### config.mk
export PLATFORM = sky130hd
export DESIGN_NAME = mux_sel_arbiter_flat
export DESIGN_NICKNAME = d
export VERILOG_FILES = /design/src/rtl/mux_sel_arbiter_if.sv /design/src/rtl/mux_sel_arbiter.sv /design/src/flat_wrapper.sv
export SDC_FILE = /design/constraint.sdc
export NUM_CORES = 1
export LEC_CHECK = 0
export ABC_AREA = 1
export CORE_MARGIN = 2
export CORE_UTILIZATION = 45
export CTS_BUF_LIST = sky130_fd_sc_hd__clkbuf_4 sky130_fd_sc_hd__clkbuf_8
export CTS_CLUSTER_SIZE = 12
export DETAILED_ROUTE_END_ITERATION = 10
export GPL_TIMING_DRIVEN = 0
export HOLD_SLACK_MARGIN = 0.1
export PLACE_DENSITY = 0.68
export SLEW_MARGIN = 5
export SYNTH_ARGS = -nofsm -noshare
export SYNTH_HDL_FRONTEND = slang
export SYNTH_SLANG_ARGS = --single-unit
### constraint.sdc
create_clock -name i_clk -period 2.2 [get_ports i_clk]
set_clock_uncertainty 0.15 [all_clocks]
set_input_delay 0.66 -clock i_clk [delete_from_list [all_inputs] [get_ports i_clk]]
set_output_delay 0.66 -clock i_clk [all_outputs]
set_load 0.05 [all_outputs]
### src/rtl/mux_sel_arbiter_if.sv
// mux_sel_arbiter_if: request/done inputs and grant/select/busy outputs of the two-way arbiter
interface mux_sel_arbiter_if;
  logic i_req_a, i_req_b, i_done, o_gnt_a, o_gnt_b, o_sel, o_busy;
  modport master(output i_req_a, i_req_b, i_done, input o_gnt_a, o_gnt_b, o_sel, o_busy);
  modport slave(input i_req_a, i_req_b, i_done, output o_gnt_a, o_gnt_b, o_sel, o_busy);
endinterface

### src/rtl/mux_sel_arbiter.sv
// mux_sel_arbiter: two-requester path arbiter (i_clk, async i_rst, bus: req_a/req_b/done in, gnt_a/gnt_b/sel/busy out)
module mux_sel_arbiter #(
  parameter int HOLD_MAX = 4
) (
  input logic i_clk,
  input logic i_rst,
  mux_sel_arbiter_if.slave bus
);
  typedef enum logic [1:0] {IDLE, OWN_A, OWN_B, SWITCH} state_t;
  state_t state, nxt;
  logic [7:0] cnt;
  logic mine, other, rel, full, last_a;
  // o_sel only moves on OWN entry, so it doubles as the last-granted pointer
  assign last_a = bus.o_sel;
  always_comb begin
    mine = state == OWN_A ? bus.i_req_a : bus.i_req_b;
    other = state == OWN_A ? bus.i_req_b : bus.i_req_a;
    rel = bus.i_done || !mine;
    full = cnt == 8'(HOLD_MAX - 1);
    nxt = state;
    case (state)
      IDLE: nxt = bus.i_req_a && bus.i_req_b ? (last_a ? OWN_B : OWN_A) :
                  bus.i_req_a ? OWN_A : bus.i_req_b ? OWN_B : IDLE;
      OWN_A, OWN_B: nxt = (rel || full) && other ? SWITCH : rel ? IDLE : state;
      SWITCH: nxt = last_a ? (bus.i_req_b ? OWN_B : IDLE) : (bus.i_req_a ? OWN_A : IDLE);
      default: nxt = IDLE;
    endcase
  end
  always_ff @(posedge i_clk or posedge i_rst) begin
    if (i_rst) begin
      state <= IDLE;
      cnt <= '0;
      bus.o_gnt_a <= 1'b0;
      bus.o_gnt_b <= 1'b0;
      bus.o_sel <= 1'b0;
      bus.o_busy <= 1'b0;
    end else begin
      state <= nxt;
      cnt <= nxt != state ? '0 : full ? cnt : cnt + 8'd1;
      bus.o_gnt_a <= nxt == OWN_A;
      bus.o_gnt_b <= nxt == OWN_B;
      bus.o_sel <= nxt == OWN_A ? 1'b1 : nxt == OWN_B ? 1'b0 : bus.o_sel;
      bus.o_busy <= nxt != IDLE;
    end
  end
  always_ff @(posedge i_clk) begin
    if (!i_rst) begin
      assert (!(bus.o_gnt_a && bus.o_gnt_b)) else $error("grants not exclusive");
      assert (!(bus.o_gnt_a && !bus.o_sel) && !(bus.o_gnt_b && bus.o_sel)) else $error("sel/grant mismatch");
      assert (!$isunknown(bus.o_sel)) else $error("sel unknown");
    end
  end
endmodule

### src/flat_wrapper.sv
// flat-port wrapper written by rule: the top's interface ports become plain ports
module mux_sel_arbiter_flat 
#(
  parameter int HOLD_MAX = 4
)
  (i_clk, i_rst, bus_i_req_a, bus_i_req_b, bus_i_done, bus_o_gnt_a, bus_o_gnt_b, bus_o_sel, bus_o_busy);
  mux_sel_arbiter_if bus_i ();
  input logic i_clk;
  input logic i_rst;
  input wire logic [$bits(bus_i.i_req_a)-1:0] bus_i_req_a;
  input wire logic [$bits(bus_i.i_req_b)-1:0] bus_i_req_b;
  input wire logic [$bits(bus_i.i_done)-1:0] bus_i_done;
  output wire logic [$bits(bus_i.o_gnt_a)-1:0] bus_o_gnt_a;
  output wire logic [$bits(bus_i.o_gnt_b)-1:0] bus_o_gnt_b;
  output wire logic [$bits(bus_i.o_sel)-1:0] bus_o_sel;
  output wire logic [$bits(bus_i.o_busy)-1:0] bus_o_busy;
  assign bus_i.i_req_a = bus_i_req_a;
  assign bus_i.i_req_b = bus_i_req_b;
  assign bus_i.i_done = bus_i_done;
  assign bus_o_gnt_a = bus_i.o_gnt_a;
  assign bus_o_gnt_b = bus_i.o_gnt_b;
  assign bus_o_sel = bus_i.o_sel;
  assign bus_o_busy = bus_i.o_busy;
  mux_sel_arbiter #(.HOLD_MAX(HOLD_MAX)) u_core (.i_clk(i_clk), .i_rst(i_rst), .bus(bus_i));
endmodule
==> impl_metrics.env, run 1 <==
export IMPL_finalInstanceArea_um2=1140
export IMPL_p_leak_nw=0.574
export IMPL_timing_fmax_mhz=470
export IMPL_yosysTopAreaCell="dfrtp_1"
export IMPL_cts_tree="done"
export IMPL_dpl_cell_count=139
export IMPL_status="finished clean"
export IMPL_min_to="u_core.cnt[3]$_DFFE_PP0P_"
export IMPL_hold_path_startpoint="u_core.cnt[3]$_DFFE_PP0P_"
export IMPL_holdPathStages=2
export IMPL_synth_top_area_share_pct=38.5
export IMPL_crit_path_end_kind="flip-flop"
export IMPL_hold_buffers=0
export IMPL_synthToLayoutAreaGrowth_pct=25.2
export IMPL_pwr_share_comb_pct=64.2
export IMPL_vias_per_cell=4.39
export IMPL_critPathLaunchType="input port"
export IMPL_core_area_um2=1940
export IMPL_fillers=188
export IMPL_r2r_end="u_core.bus.o_sel$_DFFE_PP0P_"
export IMPL_fin_tns_setup_ns=0
export IMPL_power_frac_seq_pct=23.9
export IMPL_htree_levels=1
export IMPL_cts_made_buffers=3
export IMPL_grt_pass1_vias=625
export IMPL_clk_latency_ns=0.29
export IMPL_setup_viol=0
export IMPL_swShare_pct=46.8
export IMPL_regArea_um2=352
export IMPL_antenna_found_initial=0
export IMPL_firstDrtPassIters=4
export IMPL_top_level_ports=9
export IMPL_wl_per_cell_um=9.96
export IMPL_multi_input_area_um2=526
export IMPL_ys_types=19
export IMPL_place_congestion=0.834
export IMPL_placementRows=16
export IMPL_start_util_pct=46.8
export IMPL_route_detailed_drc=0
export IMPL_ys_ff_latch=14
export IMPL_diodes=0
export IMPL_syn_area_um2=910
export IMPL_cts_root_buf="clkbuf_4"
export IMPL_power_internal_uw=842
export IMPL_power_switching_uw=739
export IMPL_worstPathMaxFanout=4
export IMPL_place_area_um2=1020
export IMPL_hpwl_mm=1.08
export IMPL_synth_seq_area_share_pct=38.5
export IMPL_synthesis_nets=116
export IMPL_overflow=0
export IMPL_yosysWarningCount=0
export IMPL_worst_r2r_cell_count=13
export IMPL_cap_violations=0
export IMPL_slew_headroom_pct=65.4
export IMPL_r2r_slack_ns=0.10
export IMPL_drive_gt1_share_pct=41.8
export IMPL_dieHeight_um=49.0
export IMPL_timing_hold_ws_ns=0.442
export IMPL_period_minus_slack_ns=2.13
export IMPL_grt_use_total_pct=14.5
export IMPL_power_per_cell_area_nw_per_um2=1390
export IMPL_synthCells=104
export IMPL_ant_nets=0
export IMPL_routed_wl_mm=1.48
export IMPL_fin_util_pct=58.6
export IMPL_vias=654
export IMPL_worst_slew_pin_transition_ns=0.518
export IMPL_fin_cells=149
export IMPL_path_class="input port to flip-flop"
export IMPL_synth_area_per_cell_um2=8.75
export IMPL_r2r_start="u_core.state[0]$_DFF_PP0_"
export IMPL_final_net_count=135
export IMPL_hold_path_class="flip-flop to flip-flop"
export IMPL_drt_iter0_markers=5
export IMPL_crit_start="bus_i_req_a"
export IMPL_worstPathRequired_ns=2.22
export IMPL_fin_crit_sh_pct=96.7
export IMPL_peakVddDrop_v=0.00109
export IMPL_dieArea_um2=2400
export IMPL_numClockSinks=14
export IMPL_grt_pass1_wl_mm=2.62
export IMPL_synthTopCellsByArea="dfrtp_1 (39%), ha_1 (9.6%), nand2_2 (7.6%)"
export IMPL_cts_buffer_depth=2
export IMPL_portBuffers=8
export IMPL_pwr_share_clk_pct=11.9
export IMPL_finalHoldViolations=0
export IMPL_die_w_um=49.0
export IMPL_drv_slew=0
export IMPL_cts_reportedPaths_clkPinSlew_ns=0.09
export IMPL_critPathArrivalTime_ns=2.15
export IMPL_grt_max_degree=15
## per-layer routing
metal	vias to the layer above	GRT usage (%)	share of wire, %
li1	349	-	-
met5	-	0	0
met4	0	4.29	1.8
met2	7	23.7	46
met1	294	17.5	49
met3	4	5.83	3.8
## cell type report
class | instances | area share [%]
Multi-Input combinational cell | 72 | 46.2
Sequential cell | 14 | 30.9
Timing Repair Buffer | 14 | 10.7
Inverter | 18 | 6.15
Clock buffer | 4 | 3.19
Tap cell | 27 | 2.97
## state kept, by name (all words and copies together), names as in the netlist
signal	flops
u_core.cnt	8
u_core.bus.o_busy	1
u_core.bus.o_gnt_b	1
u_core.bus.o_sel	1
u_core.state	2
u_core.bus.o_gnt_a	1
## power by group through the flow
stage / Combinational, mW / Sequential [mW] / Clock (mW)
finish: 1.02 / 0.378 / 0.187
global route: 1.11 / 0.389 / 0.205
CTS: 0.824 / 0.382 / 0.197
detailed placement: 0.839 / 0.385 / 0
global placement: 0.816 / 0.383 / 0
floorplan: 0.562 / 0.478 / 0
## cell usage in the layout (no fill, tap or decap), types with 2 or more instances in the layout
cell type	instances
dlygate4sd2_1	5
xor2_1	5
nand2_4	4
nor2_2	8
nor2_1	4
nand2_1	16
inv_2	7
ha_1	4
buf_4	6
nand3_1	5
dfrtp_1	13
inv_1	10
clkbuf_4	3
ha_4	2
nand2_2	12
nor2_4	3
o21ai_0	2
## cells by family after synthesis
logic type,after synthesis,share of synthesized area (%)
multiplexers,2,2.34
AO/OA/AOI/OAI,4,2.61
buffers and inverters,18,7.43
adder cells (fa/ha/maj),7,9.63
XOR/XNOR,6,5.78
AND/OR/NAND/NOR,53,33.7
flip-flops,14,38.5
## synth_stat cells, drive strengths merged
cell and count:
xnor2 1, inv 18, a21o 1, mux2 1
xor2 5, nor3 1, ha 7, a21oi 1
mux2i 1, dfrtp 14, nand2 32, nor2 15
nand3 5, o21ai 2
## critical path, cell delays in order
cell           delay (ns)
dlygate4sd2_1        0.23
inv_2                0.06
nand2_2              0.06
nand2_2              0.06
nor2_4               0.10
nand2_2              0.06
nand2_2              0.06
nand2_1              0.05
nand2_1              0.07
nand2_2              0.08
nand2_4              0.09
inv_4                0.04
ha_4                 0.25
mux2_4               0.28
## worst max-delay path by stage
stage	endpoint	slack, ns	cells past startpoint
floorplan	u_core.bus.o_sel$_DFFE_PP0P_	0.07	13
global placement	u_core.bus.o_sel$_DFFE_PP0P_	-0.54	14
detailed placement	u_core.bus.o_sel$_DFFE_PP0P_	-0.57	14
CTS	u_core.bus.o_sel$_DFFE_PP0P_	-0.11	13
global route	u_core.bus.o_sel$_DFFE_PP0P_	-0.008	14
finish	u_core.bus.o_sel$_DFFE_PP0P_	0.07	14
## through the flow
step                setup WS (ns)  power (mW)
finish                     0.0728        1.58
detailed placement         -0.565        1.22
CTS                        -0.114        1.40
floorplan                  0.0743        1.04
global route             -0.00789        1.71
global placement           -0.540        1.20
## what timing repair did
action	CTS	global route
resized for setup	8	10
pin swaps	2	7
setup buffers	0	6
endpoints found under the setup margin	5	1
Note: power is estimated with default switching activity, not from simulation.
==> run 2: changes to the inputs <==
--- a/config.mk
+++ b/config.mk
@@ -6,10 +6,9 @@
 export NUM_CORES = 1
 export LEC_CHECK = 0
 export ABC_AREA = 1
-export CORE_MARGIN = 2
 export CORE_UTILIZATION = 45
 export CTS_BUF_LIST = sky130_fd_sc_hd__clkbuf_4 sky130_fd_sc_hd__clkbuf_8
-export CTS_CLUSTER_SIZE = 12
+export CTS_CLUSTER_SIZE = 30
 export DETAILED_ROUTE_END_ITERATION = 10
 export GPL_TIMING_DRIVEN = 0
 export HOLD_SLACK_MARGIN = 0.1
==> impl_metrics.env, run 2 (synthesized netlist as in run 1, its figures left out) <==
export IMPL_regArea_um2=350
export IMPL_crit_buf_inv=1
export IMPL_final_net_count=136
export IMPL_mostFrequentLayoutCells="nand2_1 (15), dfrtp_1 (14), nand2_2 (13)"
export IMPL_hold_path_class="flip-flop to flip-flop"
export IMPL_antenna_found_initial=0
export IMPL_critPathLaunchType="flip-flop"
export IMPL_clk_latency_ns=0.27
export IMPL_htree_levels=1
export IMPL_peakVddDrop_v=0.00126
export IMPL_die_w_um=47.0
export IMPL_numClockSinks=14
export IMPL_worstPathRequired_ns=2.20
export IMPL_r2r_start="u_core.state[0]$_DFF_PP0_"
export IMPL_grt_pass1_wl_mm=2.28
export IMPL_drt_iter0_markers=6
export IMPL_vias=663
export IMPL_hpwl_mm=1.06
export IMPL_setup_viol=0
export IMPL_drv_slew=0
export IMPL_cp_slowest_cell="dfrtp_1"
export IMPL_p_leak_nw=0.573
export IMPL_grt_max_degree=15
export IMPL_cts_made_buffers=3
export IMPL_route_detailed_drc=0
export IMPL_holdPathStages=2
export IMPL_critical_path_top_delay_family="simple AND/OR/NAND/NOR gates"
export IMPL_hold_buffers=0
export IMPL_dpl_cell_count=137
export IMPL_max_flop_register="u_core.cnt"
export IMPL_dieHeight_um=47.0
export IMPL_critPathArrivalTime_ns=2.15
export IMPL_slew_headroom_pct=66.8
export IMPL_fillers=174
export IMPL_r2r_end="u_core.bus.o_sel$_DFFE_PP0P_"
export IMPL_worst_slew_pin_transition_ns=0.497
export IMPL_drive_gt1_share_pct=42.6
export IMPL_fin_cells=147
export IMPL_multi_input_area_um2=531
export IMPL_layout_setup_ws_ns=0.0555
export IMPL_synthToLayoutAreaGrowth_pct=24.8
export IMPL_cts_reportedPaths_clkPinSlew_ns=0.08
export IMPL_top_level_ports=9
export IMPL_path_cells="ha_4, nand2_1, nand2_2, nor2_4, nand2_2, nand2_2, nand2_2, nand2_2, nand2_2, nand2_4, inv_4, ha_4, mux2_4"
export IMPL_cts_buffer_depth=2
export IMPL_overflow=0
export IMPL_wl_per_cell_um=10.3
export IMPL_dp_slack_ns=-0.545
export IMPL_top_regs="u_core.cnt: 8 flops, u_core.state: 2 flops"
export IMPL_worst_r2r_cell_count=13
export IMPL_diodes=0
export IMPL_worstPathMaxFanout=4
export IMPL_min_to="u_core.cnt[6]$_DFFE_PP0P_"
export IMPL_path_class="flip-flop to flip-flop"
export IMPL_cts_tree="done"
export IMPL_path_common_cell="nand2_2"
export IMPL_crit_path_end_kind="flip-flop"
export IMPL_place_congestion=0.733
export IMPL_grt_use_total_pct=14.6
export IMPL_fin_crit_sh_pct=97.5
export IMPL_fin_util_pct=63.0
export IMPL_timing_fmax_mhz=466
export IMPL_r2r_slack_ns=0.06
export IMPL_grt_pass1_vias=589
export IMPL_ant_nets=0
export IMPL_portBuffers=8
export IMPL_power_per_cell_area_nw_per_um2=1400
export IMPL_vias_per_cell=4.51
export IMPL_firstDrtPassIters=4
export IMPL_max_stage_delay_ns=0.46
export IMPL_cts_root_buf="clkbuf_4"
export IMPL_routed_wl_mm=1.51
export IMPL_cap_violations=0
export IMPL_period_minus_slack_ns=2.14
export IMPL_status="finished clean"
export IMPL_layout_commonest_cell="nand2_1"
export IMPL_dieArea_um2=2210
export IMPL_core_area_um2=1800
export IMPL_finalHoldViolations=0
export IMPL_hold_path_startpoint="u_core.cnt[6]$_DFFE_PP0P_"
export IMPL_largest_register_ffs=8
export IMPL_start_util_pct=50.5
export IMPL_placementRows=15
-- run 2: metal layers --
| layer | track usage (%) | vias to the layer above | wire (µm) |
|---|---|---|---|
| met1 | 20.9 | 303 | 714 |
| met2 | 23.3 | 9 | 770 |
| met3 | 1.15 | 0 | 26 |
| li1 | - | 351 | - |
| met5 | 0 | - | 0 |
| met4 | 5.14 | 0 | 0 |
-- run 2: area by class of cell --
class	instances	share of cell area (%)
tap	25	2.76
sequential	14	30.9
multi-input combinational	72	46.7
clock buffer	3	1.98
timing repair buffer	15	11.5
inverter	18	6.17
-- run 2: stage by stage --
stage	setup TNS [ns]	hold slack [ns]	power [mW]	cell area, µm²
3_5_place_dp	-2.43	0.420	1.21	1020
2_1_floorplan	0	0.394	1.04	910
5_1_grt	-0.0299	0.469	1.72	1130
6_report	0	0.441	1.59	1130
3_3_place_gp	-2.09	0.414	1.20	1020
4_1_cts	-0.135	0.442	1.33	1040
-- run 2: repair_timing --
action,4_1_cts,5_1_grt
pin swaps,1,7
gates resized for setup,6,14
buffers inserted,0,7
endpoints found under the setup margin,5,1
-- run 2: how the worst max path moves through the flow --
stage,end,slack (ns),start,cells past startpoint
floorplan,u_core.bus.o_sel$_DFFE_PP0P_,0.07,bus_i_req_a,13
global placement,u_core.bus.o_sel$_DFFE_PP0P_,-0.52,bus_i_req_a,14
detailed placement,u_core.bus.o_sel$_DFFE_PP0P_,-0.54,bus_i_req_b,12
CTS,u_core.bus.o_sel$_DFFE_PP0P_,-0.14,bus_i_done,13
global route,u_core.bus.o_sel$_DFFE_PP0P_,-0.03,u_core.state[0]$_DFF_PP0_,13
finish,u_core.bus.o_sel$_DFFE_PP0P_,0.06,u_core.state[0]$_DFF_PP0_,13
-- run 2: power breakdown --
part	leakage [nW]	internal, mW	total [mW]	switching [mW]
combinational	0.374	0.443	1.07	0.628
clock	0.0138	0.0633	0.139	0.0756
sequential	0.185	0.326	0.381	0.0543
total	0.573	0.832	1.59	0.758
-- run 2: worst register-to-register path: stages (launching register included) --
cell,delay [ns]
dfrtp_1,0.46
ha_4,0.21
nand2_1,0.07
nand2_2,0.06
nor2_4,0.10
nand2_2,0.06
nand2_2,0.06
nand2_2,0.06
nand2_2,0.05
nand2_2,0.08
nand2_4,0.10
inv_4,0.04
ha_4,0.26
mux2_4,0.28
==> run 3: changes to the inputs <==
--- a/config.mk
+++ b/config.mk
@@ -8,6 +8,7 @@
 export ABC_AREA = 1
 export CORE_UTILIZATION = 45
 export CTS_BUF_LIST = sky130_fd_sc_hd__clkbuf_4 sky130_fd_sc_hd__clkbuf_8
+export CTS_CLUSTER_DIAMETER = 200
 export CTS_CLUSTER_SIZE = 30
 export DETAILED_ROUTE_END_ITERATION = 10
 export GPL_TIMING_DRIVEN = 0
==> results of run 3 <==
The final DEF is identical to that of run 2; final timing and power are the same.
